<file path="src/rtl/input_debounce.sv">
// input_debounce: synchronise, debounce and edge-detect a raw pad input
// Ports: clk; rst (async, active high); in (raw pad); tick (count enable);
//        clr (clears sticky flags); level (debounced); rise/fall (one-cycle
//        pulses); rise_seen/fall_seen (sticky event flags)
module input_debounce #(
  parameter int SYNC_STAGES     = 2,
  parameter int DEBOUNCE_CYCLES = 16,
  parameter bit RESET_LEVEL     = 1'b0
) (
  input  logic clk,
  input  logic rst,
  input  logic in,
  input  logic tick,
  input  logic clr,
  output logic level,
  output logic rise,
  output logic fall,
  output logic rise_seen,
  output logic fall_seen
);
  localparam int CW = (DEBOUNCE_CYCLES > 1) ? $clog2(DEBOUNCE_CYCLES) : 1;
  localparam logic [CW-1:0] LAST = CW'(DEBOUNCE_CYCLES - 1);
  logic [SYNC_STAGES-1:0] sync_q, sync_d;
  logic [CW-1:0] cnt_q, cnt_d;
  logic level_q, level_d;
  logic rise_q, rise_d, fall_q, fall_d;
  logic rise_seen_q, rise_seen_d, fall_seen_q, fall_seen_d;
  logic synced, differ, done;
  always_comb begin
    sync_d      = {sync_q[SYNC_STAGES-2:0], in};
    synced      = sync_q[SYNC_STAGES-1];
    differ      = synced ^ level_q;
    done        = differ & tick & (cnt_q == LAST);
    // Agreement with level discards progress regardless of tick.
    cnt_d       = (!differ || done) ? '0 : tick ? cnt_q + 1'b1 : cnt_q;
    level_d     = level_q ^ done;
    rise_d      = done & ~level_q;
    fall_d      = done & level_q;
    // A new event outranks a simultaneous clear.
    rise_seen_d = rise_q | (rise_seen_q & ~clr);
    fall_seen_d = fall_q | (fall_seen_q & ~clr);
  end
  always_ff @(posedge clk or posedge rst) begin
    if (rst) begin
      sync_q      <= {SYNC_STAGES{RESET_LEVEL}};
      cnt_q       <= '0;
      level_q     <= RESET_LEVEL;
      rise_q      <= 1'b0;
      fall_q      <= 1'b0;
      rise_seen_q <= 1'b0;
      fall_seen_q <= 1'b0;
    end else begin
      sync_q      <= sync_d;
      cnt_q       <= cnt_d;
      level_q     <= level_d;
      rise_q      <= rise_d;
      fall_q      <= fall_d;
      rise_seen_q <= rise_seen_d;
      fall_seen_q <= fall_seen_d;
    end
  end
  assign level     = level_q;
  assign rise      = rise_q;
  assign fall      = fall_q;
  assign rise_seen = rise_seen_q;
  assign fall_seen = fall_seen_q;
endmodule

</file>
<file path="config.mk">
export PLATFORM = sky130hd
export DESIGN_NAME = input_debounce
export DESIGN_NICKNAME = d
export VERILOG_FILES = /design/src/rtl/input_debounce.sv
export SDC_FILE = /design/constraint.sdc
export NUM_CORES = 1
export LEC_CHECK = 0
export CAP_MARGIN = 20
export CORE_AREA = 2 2 39 41
export CTS_CLUSTER_SIZE = 10
export DETAILED_ROUTE_END_ITERATION = 16
export DIE_AREA = 0 0 41 43
export HOLD_SLACK_MARGIN = 0.02
export PLACE_DENSITY = 0.62
export SYNTH_ARGS = -nofsm -noshare
export SYNTH_HDL_FRONTEND = slang
export SYNTH_SLANG_ARGS = --single-unit
</file>
<file path="constraint.sdc">
create_clock -name clk -period 1.99 [get_ports clk]
set_input_delay 0.398 -clock clk [delete_from_list [all_inputs] [get_ports clk]]
set_output_delay 0.398 -clock clk [all_outputs]
set_load 0.05 [all_outputs]
</file>
==> results.py, run 1 <==
metrics = {
    "layout": {
        "final_nets": 57,
        "regArea_um2": 275,
        "multi_input_comb_area_um2": 143,
        "fill_cells": 141,
        "drive_gt1_share_pct": 8.33,
        "antenna_cells": 0,
        "area_growth_pct": 31.7,
    },
    "critical_path": {
        "crit_fanout": 4,
        "arrival_ps": 1490,
        "cp-end-kind": "output port",
        "critPathTopFamily": "buffers and inverters",
        "path_class": "flop to output port",
        "crit_slowest_cell": "clkdlybuf4s50_1",
        "critPathRequiredTime_ps": 1590,
        "path_cells": "clkdlybuf4s50_1",
        "crit_buf_inv": 1,
        "startpoint_type": "flop",
        "slowest_delay_ps": 820,
    },
    "power": {
        "peakVddDrop_mv": 0.368,
        "p_leak_nw": 0.301,
        "p_total_mw": 0.408,
        "power_frac_seq_pct": 57.5,
        "combPwrFrac_pct": 7.5,
        "switching_share_pct": 20.8,
        "power.density_nw_per_um2": 708,
        "intPower_mw": 0.324,
        "clock_power_share_pct": 35.0,
        "p_sw_mw": 0.0849,
    },
    "place": {
        "post-place-ws_ps": 374,
        "port_buffers": 9,
        "place.gp.congestion": 0.747,
        "place_hpwl_um": 498,
    },
    "yosys": {
        "synth_top_area_share_pct": 62.9,
        "synth_most_common_cell": "dfrtp_1",
        "synth_area_leaders": "dfrtp_1 (63%), ha_1 (8.6%), nor2_1 (4.3%), xnor2_1 (4.0%), xor2_1 (4.0%)",
        "ys_seq_area_share_pct": 62.9,
        "syn_nets": 43,
        "synth-seq-cells": 11,
        "syn_area_per_cell_um2": 12.5,
        "async_flop_share_pct": 100,
        "yosys_warnings": 0,
        "synth_largest_area_cell": "dfrtp_1",
        "syn-cell-area_um2": 438,
        "synth_edf_count": 0,
        "synthCells": 35,
        "synthFlopType": "dfrtp_1",
        "yosysUniqueCellTypes": 12,
        "synthTopCellsByCount": "dfrtp_1 (11), nor2_1 (5), inv_1 (4)",
    },
    "sta": {
        "fin_worst_skew_ps": 5.58,
        "max_freq_mhz": 529,
        "finalCritPeriodShare_pct": 95.1,
        "hold_viol_final": 0,
        "rsz0062_at_grt": "no",
        "maxSlewHeadroom_pct": 67.3,
        "setup_slack_ps": 97.9,
        "timing.final.max_slew_violations": 0,
        "setup_viol": 0,
        "period_needed_ps": 1890,
        "worst_slew_pin_slew_ps": 489,
        "finalSetupTns_ps": 0,
    },
    "die": {
        "die-width_um": 41,
        "boundaryPins": 10,
        "dieArea_um2": 1760,
        "coreArea_um2": 1380,
        "rows": 14,
        "die_h_um": 43,
        "start_util_pct": 31.6,
    },
    "route": {
        "routed-via-count": 278,
        "drc_errors": 0,
        "drtIter0Drc": 2,
        "drt-total-wl_um": 647,
        "wl_per_cell_um": 10.1,
        "antenna_left": 0,
        "dr.pass1.iters": 4,
        "via_per_inst": 4.34,
    },
    "clock_network": {
        "clock_path_buffers": 2,
        "cts-resized-gates": 0,
        "clk_pin_slew_worst_paths_ps": 70,
        "cts_hold_buf": 0,
        "cts_tree": "yes",
        "cts_buffers": 3,
        "root_buffer": "clkbuf_4",
        "cts.sinks": 11,
        "htree_num_levels": 1,
        "post_cts_buffers": 0,
        "insertion_delay_ps": 260,
    },
    "grt": {
        "grt_start_max_net_pins": 12,
        "gr-total-overflow": 0,
        "groute.usage.overall_pct": 9.99,
        "first_global_vias": 252,
        "grt_pass1_wl_mm": 1.08,
        "antenna_found_initial": 0,
    },
    "run_status": {
        "outcome": "finished, final reports clean",
    },
    "run": {
        "drv_cap": 0,
    },
    "min_path": {
        "hold_class": "flop to flop",
    },
}
## stage by stage
stage	area (um^2)	hold WS [ps]	cells	utilization, %
after floorplan	438	250	35	-
after global placement	551	334	60	39.8
after detailed placement	551	336	60	39.8
after CTS	577	351	64	41.7
after global routing	577	366	64	41.7
final	577	348	64	41.7
## cell families (layout without fill, tap and decap cells)
kind of cell | after synthesis | after routing | synth area share (%)
AOI/OAI and AO/OA | 3 | 3 | 5.71
adders and majority gates | 3 | 3 | 8.57
xor gates and xnor gates | 4 | 4 | 8.00
buffers and inverters | 5 | 18 | 4.57
muxes | 1 | 1 | 2.29
DFF | 11 | 11 | 62.9
and+or+nand+nor | 8 | 8 | 8.00
## cell type report
| type | count | area share (%) |
|---|---|---|
| well taps | 16 | 3.47 |
| inverters | 4 | 2.60 |
| repair buffers | 10 | 16.9 |
| clock buffers | 4 | 4.56 |
| multi-input cells | 19 | 24.7 |
| flip-flops and latches | 11 | 47.7 |
## registers in the layout, indices dropped and copies added (netlist names)
register / flops
fall: 1
level: 1
sync_q: 2
fall_seen: 1
cnt_q: 4
rise_seen: 1
rise: 1
## per-layer routing
metal / track usage [%] / vias to the layer above / wire length, um
met1: 9.80 / 130 / 272
li1: - / 139 / -
met5: 0 / - / 0
met4: 2.00 / 0 / 0
met3: 7.85 / 0 / 45
met2: 15.9 / 9 / 328
## cell usage in the layout (no fill, tap or decap)
cell | Yosys | routed
a21o_1 | 2 | 2
a41o_1 | 1 | 1
buf_4 | 0 | 1
clkbuf_1 | 0 | 1
clkbuf_4 | 0 | 3
clkdlybuf4s50_1 | 0 | 9
dfrtp_1 | 11 | 11
ha_1 | 3 | 3
inv_1 | 4 | 4
mux2i_1 | 1 | 1
nand2_1 | 1 | 1
nand4_1 | 2 | 2
nor2_1 | 5 | 5
xnor2_1 | 2 | 2
xor2_1 | 2 | 2
## path summary, 6_finish.rpt
kind                       startpoint         to  slack, ps  cells after the start
setup / recovery                level      level        100                      1
hold reg to reg             sync_q[0]  sync_q[1]        350                      0
hold / removal              sync_q[0]  sync_q[1]        350                      0
setup reg to reg                level      level        760                      4
max in group asynchronous         rst   cnt_q[3]       1270                      2
min in group asynchronous         rst   cnt_q[2]        430                      2
## power by group through the flow
stage	clock, mW	combinational [mW]	sequential, mW
finish	0.143	0.0306	0.235
global route	0.160	0.0352	0.236
CTS	0.152	0.0315	0.235
detailed placement	0	0.0313	0.239
global placement	0	0.0295	0.239
floorplan	0	0.0181	0.238
Power figures use the tool's default switching activity.
==> run 2: changes to the inputs <==
--- a/config.mk
+++ b/config.mk
@@ -6,12 +6,14 @@
 export NUM_CORES = 1
 export LEC_CHECK = 0
 export CAP_MARGIN = 20
-export CORE_AREA = 2 2 39 41
+export CORE_AREA = 3 3 40 42
 export CTS_CLUSTER_SIZE = 10
 export DETAILED_ROUTE_END_ITERATION = 16
-export DIE_AREA = 0 0 41 43
+export DIE_AREA = 0 0 43 45
 export HOLD_SLACK_MARGIN = 0.02
 export PLACE_DENSITY = 0.62
+export SETUP_SLACK_MARGIN = 0.4
+export SKIP_LAST_GASP = 1
 export SYNTH_ARGS = -nofsm -noshare
 export SYNTH_HDL_FRONTEND = slang
 export SYNTH_SLANG_ARGS = --single-unit
==> run 2 against run 1 <==
Against the previous run: clock power about the same; wire length down 0.46%; register-to-register slack worse by 20 ps; first-iteration DRC count up 50%; critical endpoint is now rise_seen.
==> results.py, run 2 (synthesized netlist as in run 1, its figures left out) <==
metrics = {
    "layout": {
        "fill_cells": 124,
        "largest_reg_flops": 4,
        "regArea_um2": 275,
        "drive_gt1_share_pct": 8.51,
        "final_core_util_pct": 43.4,
        "antenna_cells": 0,
        "multi_input_comb_area_um2": 143,
        "largest_register": "cnt_q",
        "instances_no_fill": 62,
        "reg_top3": "cnt_q x4, sync_q x2",
        "final_nets": 56,
        "final_common_cell": "dfrtp_1",
        "final_cell_mix": "dfrtp_1 (11), nor2_1 (5), inv_1 (4), clkdlybuf4s50_1 (4), dlygate4sd2_1 (4)",
        "area_growth_pct": 27.4,
    },
    "clock_network": {
        "cts.sinks": 11,
        "post_cts_buffers": 0,
        "htree_num_levels": 1,
        "cts_tree": "yes",
        "cts_hold_buf": 0,
        "cts-resized-gates": 5,
        "root_buffer": "clkbuf_4",
        "insertion_delay_ps": 260,
        "cts_buffers": 3,
        "clock_path_buffers": 2,
        "clk_pin_slew_worst_paths_ps": 70,
    },
    "route": {
        "via_per_inst": 4.58,
        "drtIter0Drc": 3,
        "routed-via-count": 284,
        "drc_errors": 0,
        "dr.pass1.iters": 4,
        "drt-total-wl_um": 644,
        "antenna_left": 0,
        "wl_per_cell_um": 10.4,
    },
    "min_path": {
        "min-delay-start": "sync_q[0]",
        "hold_class": "flop to flop",
    },
    "sta": {
        "period_needed_ps": 1530,
        "hold_viol_final": 0,
        "setup_viol": 0,
        "worst_slew_pin_slew_ps": 488,
        "finalCritPeriodShare_pct": 77.0,
        "timing.final.max_slew_violations": 0,
        "rsz0062_at_grt": "no",
        "finalSetupTns_ps": 0,
        "setup_slack_ps": 458,
        "hold_ws_ps": 354,
        "maxSlewHeadroom_pct": 67.6,
        "max_freq_mhz": 653,
        "fin_worst_skew_ps": 5.03,
    },
    "critical_path": {
        "critPathRequiredTime_ps": 1590,
        "crit_slowest_cell": "dlygate4sd2_1",
        "cp-end-kind": "output port",
        "slowest_delay_ps": 530,
        "path_class": "flop to output port",
        "path_cells": "dlygate4sd2_1",
        "crit_fanout": 2,
        "startpoint_type": "flop",
        "r2r_start": "cnt_q[0]",
        "critPathTopFamily": "buffers and inverters",
        "crit_buf_inv": 1,
        "crit_start": "rise_seen",
        "arrival_ps": 1130,
    },
    "die": {
        "die-width_um": 43,
        "rows": 13,
        "coreArea_um2": 1280,
        "dieArea_um2": 1940,
        "boundaryPins": 10,
        "start_util_pct": 34.1,
        "die_h_um": 45,
    },
    "place": {
        "port_buffers": 9,
        "placed_cells": 58,
        "place_hpwl_um": 505,
        "place.gp.congestion": 0.679,
        "post-place-ws_ps": 338,
    },
    "power": {
        "intPower_mw": 0.322,
        "power.density_nw_per_um2": 733,
        "combPwrFrac_pct": 6.9,
        "p_leak_nw": 0.315,
        "power_frac_seq_pct": 57.3,
        "peakVddDrop_mv": 0.293,
        "p_sw_mw": 0.0871,
        "clock_power_share_pct": 35.8,
        "switching_share_pct": 21.3,
    },
    "run": {
        "drv_cap": 0,
    },
    "grt": {
        "first_global_vias": 305,
        "antenna_found_initial": 0,
        "grt_start_max_net_pins": 12,
        "grt_pass1_wl_mm": 1.16,
        "groute.usage.overall_pct": 8.40,
        "gr-total-overflow": 0,
    },
    "run_status": {
        "outcome": "finished, final reports clean",
    },
}
-- run 2: cell count changes in the layout (fill, tap and decap cells not counted) --
| cell | delta |
|---|---|
| buf_4 | -1 |
| clkdlybuf4s50_1 | -5 |
| dlygate4sd2_1 | +4 |
| clkbuf_2 | +1 |
-- run 2: worst paths after layout --
| check | end | slack (ps) | cells past startpoint |
|---|---|---|---|
| worst max-delay path | rise_seen | 460 | 1 |
| worst min-delay path | sync_q[1] | 350 | 0 |
| worst max register to register | level | 740 | 5 |
| worst min register to register | sync_q[1] | 350 | 0 |
| max in group asynchronous | sync_q[1] | 1270 | 2 |
| min in group asynchronous | cnt_q[2] | 430 | 2 |
-- run 2: final cells by class --
class / count / area share, %
clock buffer: 4 / 4.71
inverter: 4 / 2.69
multi-input combinational: 19 / 25.6
sequential: 11 / 49.3
tap: 15 / 3.36
timing repair buffer: 9 / 14.3
-- run 2: metrics by stage --
stage / cell area (um^2) / total power [mW]
after floorplan: 438 / 0.256
after global placement: 542 / 0.265
after detailed placement: 542 / 0.267
after CTS: 562 / 0.414
after global routing: 558 / 0.425
final: 558 / 0.409
-- run 2: per-layer routing --
layer  up-vias  part of all wire [%]  GRT usage, %
met3         2                   8.9          3.19
met2        11                    45          13.5
met1       135                    44          8.67
met4         0                   1.7          7.23
li1        136                     -             -
met5         -                     0             0
-- run 2: power by group through the flow --
stage	combinational (mW)	sequential [mW]	clock, mW
6_report	0.0281	0.235	0.146
5_1_grt	0.0328	0.235	0.158
4_1_cts	0.0286	0.235	0.151
3_5_place_dp	0.0285	0.239	0
3_3_place_gp	0.0268	0.238	0
2_1_floorplan	0.0181	0.238	0
==> run 3: changes to the inputs <==
--- a/config.mk
+++ b/config.mk
@@ -11,7 +11,7 @@
 export DETAILED_ROUTE_END_ITERATION = 16
 export DIE_AREA = 0 0 43 45
 export HOLD_SLACK_MARGIN = 0.02
-export PLACE_DENSITY = 0.62
+export PLACE_DENSITY = 0.64
 export SETUP_SLACK_MARGIN = 0.4
 export SKIP_LAST_GASP = 1
 export SYNTH_ARGS = -nofsm -noshare
==> constraint.sdc (replaced) <==
create_clock -name clk -period 1.2 [get_ports clk]
set_input_delay 0.24 -clock clk [delete_from_list [all_inputs] [get_ports clk]]
set_output_delay 0.24 -clock clk [all_outputs]
set_load 0.05 [all_outputs]
==> run 3 against run 2 <==
Against the previous run: via count increased by 14%; cell area up 34%; critical path type unchanged; critical endpoint is now level; wire length increased by 31%; largest power group unchanged; global-route usage rose by 1.2 points; combinational power rose to 2.6 times the previous value; sequential power increased by 65%.
==> results.py, run 3 (synthesized netlist as in run 1, its figures left out) <==
metrics = {
    "run_status": {
        "outcome": "finished, final reports clean",
    },
    "route": {
        "wl_per_cell_um": 11.9,
        "drt-total-wl_um": 843,
        "drc_errors": 0,
        "routed-via-count": 325,
        "drtIter0Drc": 2,
        "dr.pass1.iters": 4,
        "via_per_inst": 4.58,
        "antenna_left": 0,
    },
    "sta": {
        "worst_slew_pin_slew_ps": 394,
        "fin_worst_skew_ps": 2.30,
        "hold_viol_final": 0,
        "rsz0062_at_grt": "yes",
        "timing.final.max_slew_violations": 0,
        "maxSlewHeadroom_pct": 73.7,
        "setup_slack_ps": 11.9,
        "setup_viol": 0,
        "finalCritPeriodShare_pct": 99.0,
        "period_needed_ps": 1190,
        "max_freq_mhz": 842,
    },
    "place": {
        "port_buffers": 9,
        "place.gp.congestion": 0.719,
        "post-place-ws_ps": -164,
    },
    "clock_network": {
        "insertion_delay_ps": 260,
        "clock_path_buffers": 2,
        "htree_num_levels": 1,
        "cts_tree": "yes",
        "cts.sinks": 11,
        "clk_pin_slew_worst_paths_ps": 60,
        "cts_hold_buf": 0,
        "cts_buffers": 3,
        "root_buffer": "clkbuf_4",
    },
    "critical_path": {
        "startpoint_type": "flop",
        "path_class": "flop to output port",
        "cp-end-kind": "output port",
        "path_cells": "buf_6, buf_12",
        "slowest_delay_ps": 430,
        "critPathRequiredTime_ps": 960,
        "crit_fanout": 2,
        "arrival_ps": 950,
        "crit_slowest_cell": "dfrtp_2",
    },
    "layout": {
        "regArea_um2": 282,
        "reg_top3": "cnt_q x4, sync_q x2",
        "area_growth_pct": 71.1,
        "multi_input_comb_area_um2": 183,
        "final_cell_mix": "dfrtp_1 (6), dfrtp_2 (5), buf_12 (5), buf_4 (5)",
        "final_common_cell": "dfrtp_1",
        "final_nets": 65,
        "fill_cells": 102,
        "antenna_cells": 0,
        "drive_gt1_share_pct": 50.0,
        "largest_reg_flops": 4,
        "largest_register": "cnt_q",
        "final_core_util_pct": 58.3,
    },
    "grt": {
        "antenna_found_initial": 0,
        "gr-total-overflow": 0,
        "grt_start_max_net_pins": 12,
        "groute.usage.overall_pct": 9.64,
        "grt_pass1_wl_mm": 1.37,
        "first_global_vias": 341,
    },
    "die": {
        "die-width_um": 43,
        "rows": 13,
        "coreArea_um2": 1280,
        "dieArea_um2": 1940,
        "boundaryPins": 10,
        "start_util_pct": 34.1,
        "die_h_um": 45,
    },
    "run": {
        "drv_cap": 0,
    },
    "min_path": {
        "hold_class": "input port to asynchronous set/reset pin",
    },
    "power": {
        "peakVddDrop_mv": 0.720,
        "p_leak_nw": 0.373,
        "power.density_nw_per_um2": 931,
    },
}
run 3: repair_timing:
item / CTS / global route
pin swaps: 5 / 4
resized for setup: 7 / 4
setup endpoints to repair: 12 / 13
gates cloned: 0 / 0
buffers inserted: 4 / 1
run 3: final timing paths:
path                       startpoint   endpoint  slack, ps  cells past startpoint
max in group asynchronous         rst       fall        630                      2
min reg2reg                 sync_q[0]  sync_q[1]        370                      0
max reg2reg                  cnt_q[1]       fall         30                      5
min                               rst   cnt_q[2]        260                      2
max                             level      level         10                      2
min in group clk            sync_q[0]  sync_q[1]        370                      0
run 3: final cells by class:
class	instances	share of cell area (%)
flip-flops and latches	11	37.6
repair buffers	18	30.1
multi-input cells	19	24.4
well taps	15	2.50
clock buffers	4	3.51
inverters	4	2.00
run 3: per-stage QoR:
step,hold slack [ps],power (mW),TNS (ps),instances,cell area [um^2]
after floorplan,92.1,0.427,0,35,454
after global placement,340,0.449,-350,62,638
after detailed placement,355,0.454,-575,62,638
after CTS,274,0.703,0,70,722
after global routing,321,0.740,-62.7,71,749
final,264,0.697,0,71,749
run 3: power by group:
group | switching [mW] | total [mW] | internal [mW]
sequential | 0.00714 | 0.388 | 0.381
combinational | 0.0307 | 0.0729 | 0.0422
clock | 0.108 | 0.236 | 0.128
total | 0.146 | 0.697 | 0.552
run 3: per-layer routing:
layer / wire [um] / GRT usage [%] / vias to the layer above
li1: - / - / 156
met1: 317 / 9.82 / 161
met3: 57 / 3.98 / 0
met5: 0 / 0 / -
met4: 0 / 3.61 / 0
met2: 469 / 17.7 / 8
run 3: worst max-delay path, delay by kind of cell, from the launching register on:
| family | cells | cell delay, ps |
|---|---|---|
| DFF | 1 | 430 |
| buffers and inverters | 2 | 260 |
